[src/rtl/ifid_queue.sv]
// IF/ID decoupling queue: a DEPTH-entry circular FIFO between fetch and decode
// with valid/ready on both sides, single-cycle flush, and a NOP bubble with
// pre-decoded fields presented whenever no valid entry sits at the head.
module ifid_queue #(
    parameter int          XLEN      = 32,
    parameter int          DEPTH     = 4,
    parameter logic [31:0] NOP_INSTR = 32'h00000013
) (
    input  logic                       clk,
    input  logic                       rst,
    input  logic                       flush,
    input  logic                       in_valid,
    output logic                       in_ready,
    input  logic [XLEN-1:0]            in_pc,
    input  logic [XLEN-1:0]            in_pc_plus4,
    input  logic [XLEN-1:0]            in_next_pc,
    input  logic [31:0]                in_instr,
    input  logic                       in_pred_dir,
    output logic                       out_valid,
    input  logic                       out_ready,
    output logic [XLEN-1:0]            out_pc,
    output logic [XLEN-1:0]            out_pc_plus4,
    output logic [XLEN-1:0]            out_next_pc,
    output logic [31:0]                out_instr,
    output logic                       out_pred_dir,
    output logic [6:0]                 out_opcode,
    output logic [4:0]                 out_rd,
    output logic [2:0]                 out_funct3,
    output logic [4:0]                 out_rs1,
    output logic [4:0]                 out_rs2,
    output logic [$clog2(DEPTH+1)-1:0] count
);

    localparam int PW = $clog2(DEPTH);
    localparam int CW = $clog2(DEPTH+1);
    localparam logic [CW-1:0] FULL = CW'(DEPTH);

    typedef struct packed {
        logic [XLEN-1:0] pc;
        logic [XLEN-1:0] pc_plus4;
        logic [XLEN-1:0] next_pc;
        logic [31:0]     instr;
        logic            pred_dir;
    } entry_t;

    entry_t        mem_q [DEPTH];
    logic [PW-1:0] head_q, head_d;
    logic [PW-1:0] tail_q, tail_d;
    logic [CW-1:0] count_q, count_d;
    logic          push, pop;
    entry_t        wr_entry;
    entry_t        head_e;

    // in_ready looks only at registered occupancy so a same-cycle pop never frees a slot
    assign in_ready  = (count_q != FULL);
    assign out_valid = (count_q != '0);
    assign push      = in_valid & in_ready & ~flush;
    assign pop       = out_valid & out_ready & ~flush;
    assign count     = count_q;

    assign wr_entry = '{pc: in_pc, pc_plus4: in_pc_plus4, next_pc: in_next_pc,
                        instr: in_instr, pred_dir: in_pred_dir};

    // Next-state for pointers and occupancy; flush empties the queue in one edge
    always_comb begin
        head_d  = head_q;
        tail_d  = tail_q;
        count_d = count_q;
        if (flush) begin
            head_d  = '0;
            tail_d  = '0;
            count_d = '0;
        end else begin
            if (push) tail_d = tail_q + PW'(1);
            if (pop)  head_d = head_q + PW'(1);
            if (push && !pop)      count_d = count_q + CW'(1);
            else if (pop && !push) count_d = count_q - CW'(1);
        end
    end

    // Control state register; reset overrides every other action
    always_ff @(posedge clk) begin
        if (rst) begin
            head_q  <= '0;
            tail_q  <= '0;
            count_q <= '0;
        end else begin
            head_q  <= head_d;
            tail_q  <= tail_d;
            count_q <= count_d;
        end
    end

    // Entry storage is never cleared; occupancy alone decides what is valid
    always_ff @(posedge clk) begin
        if (!rst && push) mem_q[tail_q] <= wr_entry;
    end

    // Head view: stored entry when occupied, otherwise the NOP bubble
    always_comb begin
        head_e = mem_q[head_q];
        if (!out_valid) begin
            head_e = '{pc: '0, pc_plus4: '0, next_pc: '0,
                       instr: NOP_INSTR, pred_dir: 1'b0};
        end
    end

    assign out_pc       = head_e.pc;
    assign out_pc_plus4 = head_e.pc_plus4;
    assign out_next_pc  = head_e.next_pc;
    assign out_instr    = head_e.instr;
    assign out_pred_dir = head_e.pred_dir;
    assign out_opcode   = head_e.instr[6:0];
    assign out_rd       = head_e.instr[11:7];
    assign out_funct3   = head_e.instr[14:12];
    assign out_rs1      = head_e.instr[19:15];
    assign out_rs2      = head_e.instr[24:20];

endmodule

[config.mk]
export PLATFORM = sky130hd
export DESIGN_NAME = ifid_queue
export DESIGN_NICKNAME = d
export VERILOG_FILES = /design/src/rtl/ifid_queue.sv
export SDC_FILE = /design/constraint.sdc
export NUM_CORES = 1
export LEC_CHECK = 0
export BUFFER_PORTS_ARGS = -buffer_cell sky130_fd_sc_hd__buf_2
export CAP_MARGIN = 10
export CORE_MARGIN = 3
export CORE_UTILIZATION = 61
export DETAILED_ROUTE_END_ITERATION = 16
export PLACE_DENSITY = 0.91
export SYNTH_ARGS = -nofsm -noshare
export SYNTH_HDL_FRONTEND = slang
export SYNTH_SLANG_ARGS = --single-unit
[constraint.sdc]
create_clock -name clk -period 25 [get_ports clk]
set_clock_uncertainty 0.2 [all_clocks]
set_input_delay 5 -clock clk [delete_from_list [all_inputs] [get_ports clk]]
set_output_delay 5 -clock clk [all_outputs]
set_load 0.005 [all_outputs]
Word-level counts from Yosys, hierarchy flattened
Memories as Yosys holds them, arrays and structs flattened. A register that Yosys moved wholly into a read port is not among the register bits.
Index checks and enable logic that the tools add are counted.
W data, S select, Z words.
{"block": "totals", "reg_bits": 7, "latch_bits": 0, "ramBits": 516, "mem_bits_ro": 0, "input_bits": 134, "output_inout_bits": 159, "elab_cells": 30, "n_memories": 1}
{"name": "mem_q", "words": 4, "word_bits": 129, "rd": 1, "rd_clocked_by_memory_dff": 1, "wr": 1, "line_no": "46", "rtl": "entry_t mem_q [DEPTH];"}
{"block": "classes", "addsub": 4, "n_mul": 0, "div_mod_pow": 0, "n_lt_le_gt_ge": 0, "eq_ne": 1, "shift": 0, "mux": 7, "bitwise_logic": 5, "reduce_logical": 9}
{"cell": "$mux W129", "n": 1}
{"cell": "$mux W3", "n": 2}
{"cell": "$add A2 B1 Y2 const B", "n": 2}
{"cell": "$and A1 B1 Y1", "n": 4}
{"cell": "$mux W2", "n": 2}
{"cell": "$add A3 B1 Y3 const B", "n": 1}
{"cell": "$logic_and A1 B1 Y1", "n": 3}
{"cell": "$logic_not A1 Y1", "n": 3}
{"cell": "$ne A3 B3 Y1 const B", "n": 1}
{"cell": "$reduce_bool A3 Y1", "n": 1}
{"cell": "$sub A3 B1 Y3 const B", "n": 1}
{"cell": "$mux W1", "n": 2}
{"cell": "$reduce_bool A2 Y1", "n": 1}
{"cell": "$reduce_or A2 Y1", "n": 1}
{"cell": "$not A1 Y1", "n": 1}

Longest topological paths before layout
Gate-level depths: netlist of run 1.
{"block": "depth", "word_depth": 7, "ltp_mapped": 9, "ltp_nobuf": 9}

Worst setup path after synthesis of run 1
OpenSTA, ideal clock, no wires.
{"block": "synth_timing", "kind": "input-to-reg", "start": "in flush", "end": "mem mem_q[0][0] in the netlist's numbering (enable)", "setup_time_ns": 0.801, "arrival_time_ns": 14.570, "t_required_ns": 23.999, "slack_ns": 9.429, "cell_stages": 2, "path_buffers": 0, "cell_sequence": "nand3b_4 -> nor3b_1"}
{"block": "synth_via", "elab_chain_len": 5}
{"element": "start, declared", "line_no": "11", "rtl": "input logic flush,"}
{"element": "$not A1 Y1", "line_no": "57", "rtl": "assign push = in_valid & in_ready & ~flush;"}
{"element": "$and A1 B1 Y1", "line_no": "57"}
{"element": "$logic_and A1 B1 Y1", "line_no": "96", "rtl": "if (!rst && push) mem_q[tail_q] <= wr_entry;"}
{"element": "$mux W1", "line_no": "96"}
{"element": "$mux W1 (implied by the code)", "line_no": "96"}
{"element": "end, declared", "line_no": "46"}
No other way between the ends.

==> run_results.csv, run 1 <==
group,metric,value,unit
final_layout,drive_gt1_frac,0.4279,
floorplan,die_x,187.8,um
clock_tree,clock-sinks,525,
drt,wl_met2,20.87,mm
drt,drtPass1Iterations,5,
sta,finalCritPeriodShare,0.3438,
yosys,synth-xor-area-share,0.001303,
grt,antenna_found_initial,12,
floorplan,die_y,187.8,um
run,cap_violations,0,
pwr,power_density,77.13,nW/um^2
yosys,yosys.area_share.simple,0.04653,
drt,wl_met3,3.885,mm
floorplan,core_area,32040,sq um
clock_tree,insertion_delay,0.55,ns
yosys,yosysWarnings,0,
yosys,syn_area,20170,sq um
final_layout,nets,1325,
setup_path,max_stage_delay,0.94,ns
placement,hpwl,24.08,mm
setup_path,worst-path-buf-inv,2,
final_layout,final_cell_area,23470,sq um
clock_tree,cts_made_buffers,50,
sta,tns,0,ns
yosys,synth_mux_area_frac,0.1456,
sta,rsz0062_at_grt,"no",
sta,setup_viol,0,
clock_tree,path_clk_slew,0.06,ns
drt,vias,9807,
setup_path,endpoint_kind,"output port",
drt,drc_errors,0,
drt,wl_per_cell,24.83,um
sta,worst_pin_slew,1.126,ns
yosys,syn_nets,1033,
sta,fmax,0.1163,GHz
clock_tree,cts_tree,"done",
floorplan,die-area,35280,sq um
setup_path,path_cells,"buf_4 -> mux4_2 -> and2_1 -> buf_2",
setup_path,worstReg2RegStart,"count[1]",
placement,port_buffers,292,
yosys,ys_seq_area_frac,0.7773,
min_path,hold_start,"head_q[1]",
yosys,yosys.area_share.adder,0.004095,
clock_tree,cts-resized-gates,0,
sta,finalHoldViolations,0,
floorplan,initial_utilization,0.6294,
clock_tree,cts-root-buf,"clkbuf_16",
setup_path,setup.worst_path.class,"reg2out",
placement,post_dp_cell_area,21850,sq um
setup_path,start_kind,"flop",
sta,final_max_slew_viol_count,0,
drt,drt_iter0_markers,931,
min_path,hold_path_class,"reg2reg",
pwr,p_leak,8.101,nW
grt,grt_overflow_total,0,
drt,met1_length,15.27,mm
setup_path,path_delay_family,"buffers and inverters",
final_layout,area_delta_synth_final,16.40,%
final_layout,layout_commonest_cell,"edfxtp_1",
yosys,synth_compound_area_frac,0.001365,
clock_tree,post_cts_buffers,0,
placement,dp_cells,1568,
clock_tree,clock_path_buffers,3,
yosys,synth_top_family_by_area,"multiplexers",
setup_path,crit_required,19.80,ns
grt,grt_pass1_vias,10480,
sta,relSlewSlack,0.2495,
yosys,ys_ff_latch,525,
run_status,status,"finished clean",
grt,grt_max_degree,75,
yosys,synthCells,893,
grt,grt_pass1_wl,63.31,mm
grt,grtUsageTotal,0.2372,
setup_path,cpMaxStageDelayCell,"dfxtp_4",
floorplan,core.rowCount,65,
drt,via_per_inst,5.908,
yosys,synthDistinctLibCells,27,
placement,gp_congestion,0.7388,
drt,ant_nets,0,
final_layout,final_cell_mix,"edfxtp_1, buf_2, mux4_2",
sta,finalCriticalPeriod,8.595,ns
clock_tree,ctsHoldBuffers,0,
drt,finalWirelength,41.22,mm
pwr,ir_worst_vdd,0.06727,mV
yosys,synth_area_per_cell,22.58,sq um
final_layout,stdcell_count,1660,
floorplan,io_pins,293,
setup_path,crit_arrival,3.40,ns
drt,top_layer,"met5",
setup_path,path_max_fanout,50,
clock_tree,htreeDepth,2,
[layer usage]
layer  up-vias  track usage
met2       477       0.3982
met1      5037       0.3072
met3        89      0.06936
met4        16      0.06898
met5         -            0
li1       4188            -
[synthesized netlist by cell type, drive strengths merged]
library cell | number | share of area
edfxtp | 516 | 0.77
mux4 | 129 | 0.14
and2 | 126 | 0.039
buf | 51 | 0.020
clkbuf | 16 | 0.0030
dfxtp | 9 | 0.0089
nor2 | 7 | 0.0013
ha | 5 | 0.0031
inv | 5 | 0.00093
or2 | 5 | 0.0016
nor3b | 4 | 0.0015
nand2 | 3 | 0.00056
xor2 | 3 | 0.0013
a21oi | 2 | 0.00050
mux2i | 2 | 0.00099
o21ai | 2 | 0.00050
or3 | 2 | 0.00062
fa | 1 | 0.00099
mux2 | 1 | 0.00056
nand3b | 1 | 0.00099
nor3 | 1 | 0.00050
o31ai | 1 | 0.00037
or3b | 1 | 0.00043
[worst min-delay path: cells and delay by family, from the launching register on]
kind,cells,cell delay (ns)
AOI/OAI and AO/OA,2,0.13
DFF,1,0.30
[area by class of cell]
type | instances | area [sq um]
multi-input combinational | 296 | 4031
antenna | 5 | 12.51
inverter | 5 | 20.02
timing repair buffer | 307 | 1574
fill | 1802 | 8569
clock inverter | 30 | 310.3
tap | 435 | 544.3
sequential | 525 | 15680
clock buffer | 57 | 1299
[cells by family (layout without fill, tap and decap cells)]
group / after synthesis / after routing
multiplexers: 132 / 132
other: 0 / 5
flip-flops: 525 / 525
XOR/XNOR: 3 / 3
adder cells (fa/ha/maj): 6 / 6
AO/OA/AOI/OAI: 5 / 5
buffers and inverters: 72 / 399
AND/OR/NAND/NOR: 150 / 150
[state kept, by name (all words and copies together), names as in the netlist, named ones only]
name    flops
head_q      2
count       3
tail_q      2
mem_q     516
[power by group]
part | internal (mW) | leakage (nW) | switching [mW]
clock | 0.434 | 0.778 | 0.305
sequential | 0.976 | 4.73 | 0.00411
combinational | 0.0421 | 2.59 | 0.0499
total | 1.45 | 8.10 | 0.359
[metrics by stage]
| step | util | hold slack [ns] | total power [mW] | worst slack (ns) |
|---|---|---|---|---|
| after floorplan | - | 0.2591 | 1.047 | 9.429 |
| after global placement | 0.6820 | 0.2632 | 1.085 | 16.88 |
| after detailed placement | 0.6820 | 0.2749 | 1.090 | 16.88 |
| after CTS | 0.7322 | 0.2859 | 1.827 | 16.23 |
| after global routing | 0.7324 | 0.3460 | 1.868 | 16.07 |
| final | 0.7326 | 0.2842 | 1.811 | 16.40 |
[final timing paths]
kind	cells after the start	end	slack (ns)
max	4	out_pc[8]	16.40
max reg2reg	5	mem_q[1][37]	21.72
min reg2reg	2	flop	0.28
min	2	flop	0.28
Note: power is estimated with default switching activity, not from simulation.
==> run 2, diff against run 1 <==
--- a/config.mk
+++ b/config.mk
@@ -8,9 +8,9 @@
 export BUFFER_PORTS_ARGS = -buffer_cell sky130_fd_sc_hd__buf_2
 export CAP_MARGIN = 10
 export CORE_MARGIN = 3
-export CORE_UTILIZATION = 61
+export CORE_UTILIZATION = 57
 export DETAILED_ROUTE_END_ITERATION = 16
-export PLACE_DENSITY = 0.91
+export PLACE_DENSITY = 0.87
 export SYNTH_ARGS = -nofsm -noshare
 export SYNTH_HDL_FRONTEND = slang
 export SYNTH_SLANG_ARGS = --single-unit
==> constraint.sdc (replaced) <==
create_clock -name clk -period 8.36 [get_ports clk]
set_clock_uncertainty 0.2 [all_clocks]
set_input_delay 1.672 -clock clk [delete_from_list [all_inputs] [get_ports clk]]
set_output_delay 1.672 -clock clk [all_outputs]
set_load 0.005 [all_outputs]
==> run 2 against run 1 <==
Against the previous run:
- critical path depth stayed put
- flip-flop and latch count stayed put
- non-clock buffer count is 6 lower
- count of clock-buffer cells in the layout is 13 higher
- cell area is 0.21% lower
- sequential share of layout area is 0.14 points higher
- setup slack worse by 13 ns
- global-route usage is 2.5 points lower
- first-iteration DRC count is 20% lower
- critical path type unchanged
==> run_results.csv, run 2 (synthesis results as in run 1) <==
group,metric,value,unit
setup_path,crit_arrival,3.28,ns
clock_tree,cts_tree,"done",
sta,rsz0062_at_grt,"no",
grt,grt-busiest-layer,"met2",
final_layout,drive_gt1_frac,0.4152,
pwr,power,5.292,mW
sta,finalHoldViolations,0,
drt,drc_errors,0,
min_path,hold_path_class,"reg2reg",
clock_tree,htreeDepth,2,
clock_tree,insertion_delay,0.57,ns
run,cap_violations,0,
floorplan,die_y,194.1,um
final_layout,nets,1320,
floorplan,core_area,34710,sq um
clock_tree,cts-resized-gates,0,
min_path,min_delay_path_depth,2,
final_layout,layout_commonest_cell,"edfxtp_1",
setup_path,crit_cells,4,
sta,setup_viol,0,
sta,relSlewSlack,0.3251,
pwr,power_density,225.9,nW/um^2
clock_tree,post_cts_buffers,0,
placement,gp_congestion,0.7356,
clock_tree,cts_made_buffers,51,
floorplan,io_pins,293,
setup_path,r2r_slack,5.90,ns
grt,antenna_found_initial,13,
grt,grt_use_met3,0.06950,
pwr,power_frac_comb,0.052,
final_layout,regMostFlops,"mem_q",
drt,via_per_inst,5.734,
grt,grt_pass1_vias,10240,
grt,use_met2,0.3418,
drt,drtPass1Iterations,4,
sta,final_max_slew_viol_count,0,
setup_path,path_cells,"buf_4 -> mux4_2 -> and2_1 -> buf_2",
final_layout,largest_reg_flops,516,
drt,wl_per_cell,23.41,um
pwr,power_switching,1.057,mW
sta,finalCriticalPeriod,5.152,ns
grt,grt_max_degree,130,
sta,hold_ws,0.3167,ns
clock_tree,clock_path_buffers,3,
final_layout,area_delta_synth_final,16.16,%
grt,grt_pass1_wl,61.10,mm
floorplan,initial_utilization,0.5810,
run_status,status,"finished clean",
clock_tree,clock-sinks,525,
setup_path,path_max_fanout,51,
pwr,p_int,4.234,mW
pwr,p_clk_frac,0.395,
floorplan,die-area,37670,sq um
placement,hpwl,22.17,mm
setup_path,setup.worst_path.class,"reg2out",
setup_path,endpoint_kind,"output port",
placement,dp_slack,3.664,ns
setup_path,cpMaxStageDelayCell,"buf_4",
sta,finalCritPeriodShare,0.6163,
placement,port_buffers,292,
sta,fmax,0.1941,GHz
setup_path,start_kind,"flop",
grt,grt_overflow_total,0,
grt,use_met1,0.2774,
setup_path,reg2reg_depth,4,
setup_path,path_delay_family,"buffers and inverters",
drt,vias,9650,
setup_path,crit_required,6.49,ns
grt,grtUsageTotal,0.2117,
sta,worst_pin_slew,1.012,ns
drt,finalWirelength,39.40,mm
drt,drt_iter0_markers,743,
clock_tree,ctsHoldBuffers,0,
final_layout,final_cell_mix,"edfxtp_1, buf_2, mux4_2",
pwr,ir_worst_vdd,0.2386,mV
setup_path,max_stage_delay,0.90,ns
floorplan,die_x,194.1,um
floorplan,core.rowCount,68,
pwr,p_leak,8.045,nW
clock_tree,path_clk_slew,0.06,ns
drt,ant_nets,0,
pwr,pwr-share-seq,0.553,
setup_path,worst-path-buf-inv,2,
sta,worst_slack,3.208,ns
final_layout,utilization,0.6748,
pwr,swShare,0.1998,
clock_tree,cts-root-buf,"clkbuf_16",
[run 2: changes by cell type in the layout (fill, tap and decap cells not counted), sizes merged]
cell,change
clkinv,+4
inv,-1
diode,+2
buf,-6
bufinv,-5
clkbuf,+13
clkinvlp,-4
[run 2: power by group through the flow]
stage	clock network, mW	registers (mW)	logic (mW)
global route	2.25	2.93	0.299
global placement	0	2.98	0.266
floorplan	0	2.99	0.143
finish	2.09	2.93	0.273
detailed placement	0	2.98	0.275
CTS	2.13	2.93	0.278
[run 2: area by class of cell]
cell class              instances  area (sq um)
diodes                          7         17.52
clock buffers                  70          1390
clock inverters                24         135.1
fillers                      2148         11290
inverters                       5         20.02
multi-input cells             296          4031
flip-flops and latches        525         15680
well taps                     455         569.3
repair buffers                301          1579
[run 2: worst paths after layout]
path	start	endpoint
worst max register to register	count[0]	mem_q[1][33]
worst min register to register	tail_q[1]	tail_q[1]
worst min-delay path	tail_q[1]	tail_q[1]
worst max-delay path	flop	out_pc[19]
[run 2: metal layers]
| metal | vias up | wire length, um |
|---|---|---|
| met5 | - | 92 |
| met4 | 14 | 1035 |
| met3 | 86 | 3596 |
| met2 | 400 | 19970 |
| met1 | 4954 | 14710 |
| li1 | 4196 | - |
[run 2: worst register-to-register path, delay by kind of cell (launching register included)]
family,cells,cell delay [ns]
simple gates,3,0.64
buf+inv,1,0.63
flops,1,0.46
[run 2: through the flow]
stage | area [sq um] | cells | setup TNS, ns
2_1_floorplan | 20170 | 893 | -2003.61
3_3_place_gp | 21880 | 1582 | 0
3_5_place_dp | 21880 | 1582 | 0
4_1_cts | 23410 | 1676 | 0
5_1_grt | 23420 | 1682 | 0
6_report | 23430 | 1683 | 0
